File: src/rtl/fifo_reader.sv
// fifo_reader: read-side FIFO controller with a 3-entry skid buffer and fixed-length burst framing.
// Define FIFO_READER_STATS_EN to add the wordCount/burstCount statistics outputs.
module fifo_reader #(
  parameter int WIDTH = 8,
  parameter int BURST = 4,
  parameter int CNT_W = 3
) (
  input  logic             clkB,
  input  logic             reset,
  input  logic             isEmpty,
  input  logic [WIDTH-1:0] fifoData,
  output logic             rdEn,
  output logic [WIDTH-1:0] data_out,
  output logic             isValid,
  input  logic             isReady,
  output logic             isLast
`ifdef FIFO_READER_STATS_EN
  ,
  output logic [15:0]      wordCount,
  output logic [15:0]      burstCount
`endif
);

  typedef enum logic [1:0] {
    S_EMPTY,
    S_PARTIAL,
    S_FULL
  } occ_e;

  localparam logic [CNT_W-1:0] LAST_BEAT = CNT_W'(BURST - 1);

  logic [WIDTH-1:0] mem [3];
  logic [1:0]       rd_idx;
  logic [1:0]       wr_idx;
  logic [1:0]       count;
  logic [1:0]       count_nxt;
  logic             in_flight;
  logic [CNT_W-1:0] beat_cnt;
  occ_e             occ;
  occ_e             occ_nxt;
  logic [2:0]       occupancy;
  logic             capture;
  logic             accept;

  function automatic logic [1:0] next_idx(input logic [1:0] idx);
    return (idx == 2'd2) ? 2'd0 : idx + 2'd1;
  endfunction

  // The word popped last cycle is on fifoData now, so in-flight words count against buffer space.
  assign occupancy = {1'b0, count} + {2'b00, in_flight};
  assign rdEn      = !reset && !isEmpty && (occupancy < 3'd3);

  assign capture  = in_flight;
  assign accept   = isValid && isReady;
  assign isValid  = (occ != S_EMPTY);
  assign data_out = isValid ? mem[rd_idx] : '0;
  assign isLast   = isValid && (beat_cnt == LAST_BEAT);

  // NOTE: every signal assigned here gets a default first, so no latch can be inferred.
  always_comb begin
    count_nxt = count;
    occ_nxt   = occ;
    case ({capture, accept})
      2'b10:   count_nxt = count + 2'd1;
      2'b01:   count_nxt = count - 2'd1;
      default: count_nxt = count;
    endcase
    case (count_nxt)
      2'd0:    occ_nxt = S_EMPTY;
      2'd3:    occ_nxt = S_FULL;
      default: occ_nxt = S_PARTIAL;
    endcase
  end

  // NOTE: sequential state uses non-blocking assignments so every register samples pre-edge values.
  always_ff @(posedge clkB) begin
    if (reset) begin
      rd_idx    <= 2'd0;
      wr_idx    <= 2'd0;
      count     <= 2'd0;
      in_flight <= 1'b0;
      beat_cnt  <= '0;
      occ       <= S_EMPTY;
    end else begin
      in_flight <= rdEn;
      count     <= count_nxt;
      occ       <= occ_nxt;
      if (capture) wr_idx <= next_idx(wr_idx);
      if (accept) begin
        rd_idx   <= next_idx(rd_idx);
        beat_cnt <= isLast ? '0 : beat_cnt + 1'b1;
      end
    end
  end

  // NOTE: buffer storage has no reset; isValid gates it, so stale contents are never observed.
  always_ff @(posedge clkB) begin
    if (capture && !reset) mem[wr_idx] <= fifoData;
  end

`ifdef FIFO_READER_STATS_EN
  always_ff @(posedge clkB) begin
    if (reset) begin
      wordCount  <= 16'd0;
      burstCount <= 16'd0;
    end else if (accept) begin
      wordCount <= wordCount + 16'd1;
      if (isLast) burstCount <= burstCount + 16'd1;
    end
  end
`endif

endmodule
File: config.mk
export PLATFORM = sky130hd
export DESIGN_NAME = fifo_reader
export DESIGN_NICKNAME = d
export VERILOG_FILES = /design/src/rtl/fifo_reader.sv
export SDC_FILE = /design/constraint.sdc
export NUM_CORES = 1
export LEC_CHECK = 0
export BUFFER_PORTS_ARGS = -buffer_cell sky130_fd_sc_hd__buf_2
export CORE_UTILIZATION = 62
export CTS_BUF_LIST = sky130_fd_sc_hd__clkbuf_8
export CTS_CLUSTER_SIZE = 20
export DETAILED_ROUTE_END_ITERATION = 12
export MAX_ROUTING_LAYER = met4
export PLACE_DENSITY_LB_ADDON = 0.3
export SLEW_MARGIN = 40
export SYNTH_ARGS = -nofsm -noshare
export SYNTH_HDL_FRONTEND = slang
export SYNTH_SLANG_ARGS = --single-unit
File: constraint.sdc
create_clock -name clkB -period 5.72 [get_ports clkB]
set_clock_uncertainty 0.1 [all_clocks]
set_input_delay 0 -clock clkB [delete_from_list [all_inputs] [get_ports clkB]]
set_output_delay 0 -clock clkB [all_outputs]
set_load 0.01 [all_outputs]
### Word-level counts from Yosys, hierarchy flattened

Memories as Yosys holds them, arrays and structs flattened. A register that Yosys moved wholly into a read port is not among the register bits.
Index checks and enable logic that the tools add are counted.

| word-level totals | value |
|---|---|
| bits in registers | 12 |
| memory bits (writable) | 24 |
| input port bits | 12 |
| output and inout bits | 11 |
| word-level logic and storage cells | 39 |
| memories kept | 1 |

Memories:

| memory | depth | width | rd ports | clocked after memory_dff | write ports | RTL line | RTL |
|---|---|---|---|---|---|---|---|
| mem | 3 | 8 | 1 | 1 | 1 | 32 | `logic [WIDTH-1:0] mem [3];` |

| operators by class | value |
|---|---|
| $add $sub $neg | 6 |
| order comparisons | 1 |
| equal/unequal tests | 6 |
| multiplexer cells | 10 |
| reduce and logical (&&, ||, !) cells | 9 |

Operator list:

| cell | number |
|---|---|
| 2-bit equality test (second input constant) | 4 |
| 2-bit two-way mux | 4 |
| 8-bit two-way mux | 1 |
| 2-bit one-hot mux with 2 select lines | 2 |
| 2-bit by 1-bit adder with 2-bit output (second input constant) | 3 |
| 1-bit logical AND | 5 |
| 2-bit by 1-bit adder with 3-bit output | 1 |
| 3-bit by 1-bit adder with 3-bit output (second input constant) | 1 |
| 3-bit by 2-bit equality test with 1-bit output (second input constant) | 1 |
| 3-bit by 2-bit less-than comparator with 1-bit output (second input constant) | 1 |
| 3-bit two-way mux | 1 |
| 2-bit by 1-bit equality test with 1-bit output (second input constant) | 1 |
| 1-bit zero test | 2 |
| 2-bit zero test | 1 |
| 1-bit two-way mux | 2 |
| 2-bit nonzero test | 1 |
| 2-bit by 1-bit subtractor with 2-bit output (second input constant) | 1 |

### Longest topological paths before layout

| depth | value |
|---|---|
| depth in word-level cells | 6 |
| mapped depth | 8 |
| gate-level depth less buffers | 8 |

### Worst setup path after synthesis

No wires, ideal clock.

| path | value |
|---|---|
| kind | register to register |
| start point | reg occ[1] |
| end point | reg occ[0] |
| library setup time | 0.128 ns |
| arrival time | 1.618 ns |
| required time | 5.492 ns |
| setup slack | 3.874 ns |
| cell stages (with the launch flop) | 8 |
| buffers on the path | 0 |
| clock period less this slack | 1.846 ns |
| cells stage by stage | dfxtp_1 > o21ai_2 > inv_1 > ha_1 > nor2_1 > xor2_1 > ha_1 > nor2b_1 |

| between the ends | value |
|---|---|
| cells in the longest elaborated chain, start to end | 6 |
| elaborated cells between the ends (all ways) | 8 |
| classes of those cells | 3 x eq/ne; 2 x mux; 3 x reduce/logical |

RTL lines:

| what | RTL line | RTL |
|---|---|---|
| start, declared | 39 | `occ_e occ;` |
| start signal, assigned | 87 | `occ <= occ_nxt;` |
| 2-bit nonzero test * | 55 | `assign isValid = (occ != S_EMPTY);` |
| 1-bit logical AND * | 54 | `assign accept = isValid && isReady;` |
| 2-bit by 1-bit equality test with 1-bit output or 2-bit equality test (tied branches) | 63 | `case ({capture, accept})` |
| 2-bit one-hot mux with 2 select lines * | 63 |  |
| via count_nxt[1] | 36 | `logic [1:0] count_nxt;` |
| 2-bit equality test or 2-bit zero test (tied branches) | 68 | `case (count_nxt)` |
| 2-bit one-hot mux with 2 select lines * | 68 |  |
| via occ_nxt[0] | 40 | `occ_e occ_nxt;` |

Mark *: on every way through the listed nets, which the timed path passes. The rest lies on a longest branch.
A chain may end at the register's enable or synchronous reset.

### Worst setup path in the final report

| path | value |
|---|---|
| start point | reg count[0] |
| end point | reg in_flight, in the netlist capture |

| between the ends | value |
|---|---|
| cells in the longest elaborated chain, start to end | 3 |

RTL lines:

| what | RTL line | RTL |
|---|---|---|
| start, declared | 35 | `logic [1:0] count;` |
| start signal, assigned | 86 | `count <= count_nxt;` |
| 2-bit by 1-bit adder with 3-bit output | 50 | `assign occupancy = {1'b0, count} + {2'b00, in_flight};` |
| 3-bit by 2-bit less-than comparator with 1-bit output | 51 | `assign rdEn = !reset && !isEmpty && (occupancy < 3'd3);` |
| 1-bit logical AND | 51 |  |
| end signal, assigned | 85 | `in_flight <= rdEn;` |
| end, declared | 37 | `logic in_flight;` |

No other way between the ends.

==> out/metrics.csv <==
metric;value;unit
setup_tns;0;ns
cts_tree;done;
cp_max_fo;3;
yosys-top-cells-area;edfxtp_1, dfxtp_1, mux2_2;
dr.pass1.iters;4;
wl_per_cell;15.6;um
crit_required;5.85;ns
setup_viol;0;
design.core.area;2280;um2
drv_slew;0;
final_layout_size_suffix_gt1_frac;0.276;
async_reset_ff_frac;0;
fillers;125;
antenna_found_initial;0;
ir_drop;0.312;mV
yosysWarnings;0;
drcViolationCount;0;
clk_pin_slew_worst_paths;0.07;ns
clk_path_buf_depth;2;
insertedDiodeCount;0;
placed_area;1690;um2
synthDominantCellAreaShare;0.470;
port_buffers;22;
place.gp.congestion;0.724;
syn_nets;128;
wirelength;2800;um
holdWs;0.344;ns
ys.flop_type;edfxtp_1;
min_period;2.16;ns
grt_pass1_wl;4330;um
overflow;0;
drv_cap;0;
cts_sinks;38;
vias;996;
postCtsSetupBuffers;0;
start_util;0.674;
syn_inst;111;
first_iter_violations;18;
htreeDepth;2;
cp.arrival;2.29;ns
clock_latency;0.29;ns
crit_type;reg2reg;
end_kind;flop;
root_buffer;clkbuf_8;
synth_top_cells_by_count;edfxtp_1, dfxtp_1, nor2_1, mux2_2, mux2i_1;
yosys.area.top_type;edfxtp_1;
final_hold_viol_count;0;
fmax;464;MHz
syn_area;1530;um2
start_kind;flop;
ant_nets;0;
fin_area;1890;um2
nNetsFinal;168;
hold_start;fifoData[5];
ios;23;
grt_pass1_vias;954;
whs_path_depth;2;
r2r_end;capture;
setup_ws;3.56;ns
grt_max_degree;16;
period_share;0.377;
cts_made_buffers;5;
ys_seq_area_frac;0.653;
die_w;51.7;um
rows;17;
grt_setup_unrepaired;no;
post_drt_via_cell_ratio;5.53;
r2r-start;count[0];
final_util;0.828;
min_to;mem[2][5];
r2r_cells;4;
ys_ff_latch;38;
hpwlAfterDp;1730;um
synth_most_common_cell;edfxtp_1;
p_per_area;338;nW/um2
run_status;finished, final reports clean;
min_path_type;in2reg;
synth_edf_count;24;
relSlewSlack;0.533;
dp_slack;3.70;ns
synth.distinct_cells;26;
regToRegSetupSlack;3.56;ns
tightestPinTransition;0.697;ns
syn_to_final_growth;22.9;%
grt_usage;0.243;
die_y;51.7;um
syn-mean-instance-area;13.8;um2
dieArea;2680;um2
power.leakage;0.759;nW
-- flip-flops by register name (all words and copies together), names as in the netlist, named ones only --
register and cells:
beat_cnt 3, capture 1, count 2, mem 24, occ 2, rd_idx 2, wr_idx 2
-- power by group --
part           leakage, nW  switching, W  internal, W
Clock               0.0519     0.0000893    0.0000812
Sequential           0.331     0.0000198     0.000310
Combinational        0.376     0.0000693    0.0000684
-- kinds of logic after synthesis --
group	Yosys count	share of synthesized area
DFF	38	0.653
and+or+nand+nor	30	0.101
muxes	18	0.125
AOI/OAI and AO/OA	10	0.0449
buffers and inverters	7	0.0188
adders and majority gates	5	0.0408
xor gates and xnor gates	3	0.0171
-- repair_timing --
item                                   in CTS  in global routing
endpoints found under the hold margin      37                  0
hold buffers                               12                  0
resized for setup                           0                  0
-- cell type report --
class                           count  area, um2  share of cell area
Clock buffer                        5       68.8              0.0365
Sequential cell                    38       1000               0.531
Multi-Input combinational cell     66        509               0.270
Clock inverter                      3       11.3             0.00597
Timing Repair Buffer               36        245               0.130
Inverter                            4       15.0             0.00796
Tap cell                           28       35.0              0.0186
-- worst max-delay path, stage by stage, from the launching register on --
cell	delay, ns
dfxtp_1	0.36
ha_1	0.21
ha_1	0.30
a2111oi_0	0.52
dlygate4sd3_1	0.61
-- metal layers --
metal / GRT usage / share of wire
met1: 0.285 / 0.42
met2: 0.372 / 0.50
met3: 0.0760 / 0.050
met4: 0.135 / 0.028
met5: - / 0
-- cell usage in the layout, fill, tap and decap left out, types with 2 or more instances in the layout --
cell           netlist  routed
inv_1                4       7
nor2_1              13      13
buf_4                0       2
mux2_2               9       9
clkbuf_8             0       5
ha_1                 5       5
edfxtp_1            24      24
dfxtp_1             14      14
dlygate4sd3_1        0      12
nor2b_1              4       4
mux2i_1              9       9
xnor2_1              2       2
a21oi_1              5       5
nor3b_1              3       3
nand2_1              3       3
a2111oi_0            2       2
buf_2                2      22
-- through the flow --
step,instances,total power (W)
finish,180,0.000638
global route,180,0.000663
CTS,180,0.000637
detailed placement,160,0.000463
global placement,160,0.000453
floorplan,111,0.000419
-- worst max-delay path by stage --
stage              from      end  slack, ns
2_1_floorplan    occ[1]   occ[0]       3.87
3_3_place_gp     occ[1]   occ[0]       3.81
3_5_place_dp     occ[1]   occ[0]       3.70
4_1_cts          occ[1]   occ[0]       3.68
5_1_grt        count[0]  capture       3.42
6_report       count[0]  capture       3.56
Power figures use the tool's default switching activity.
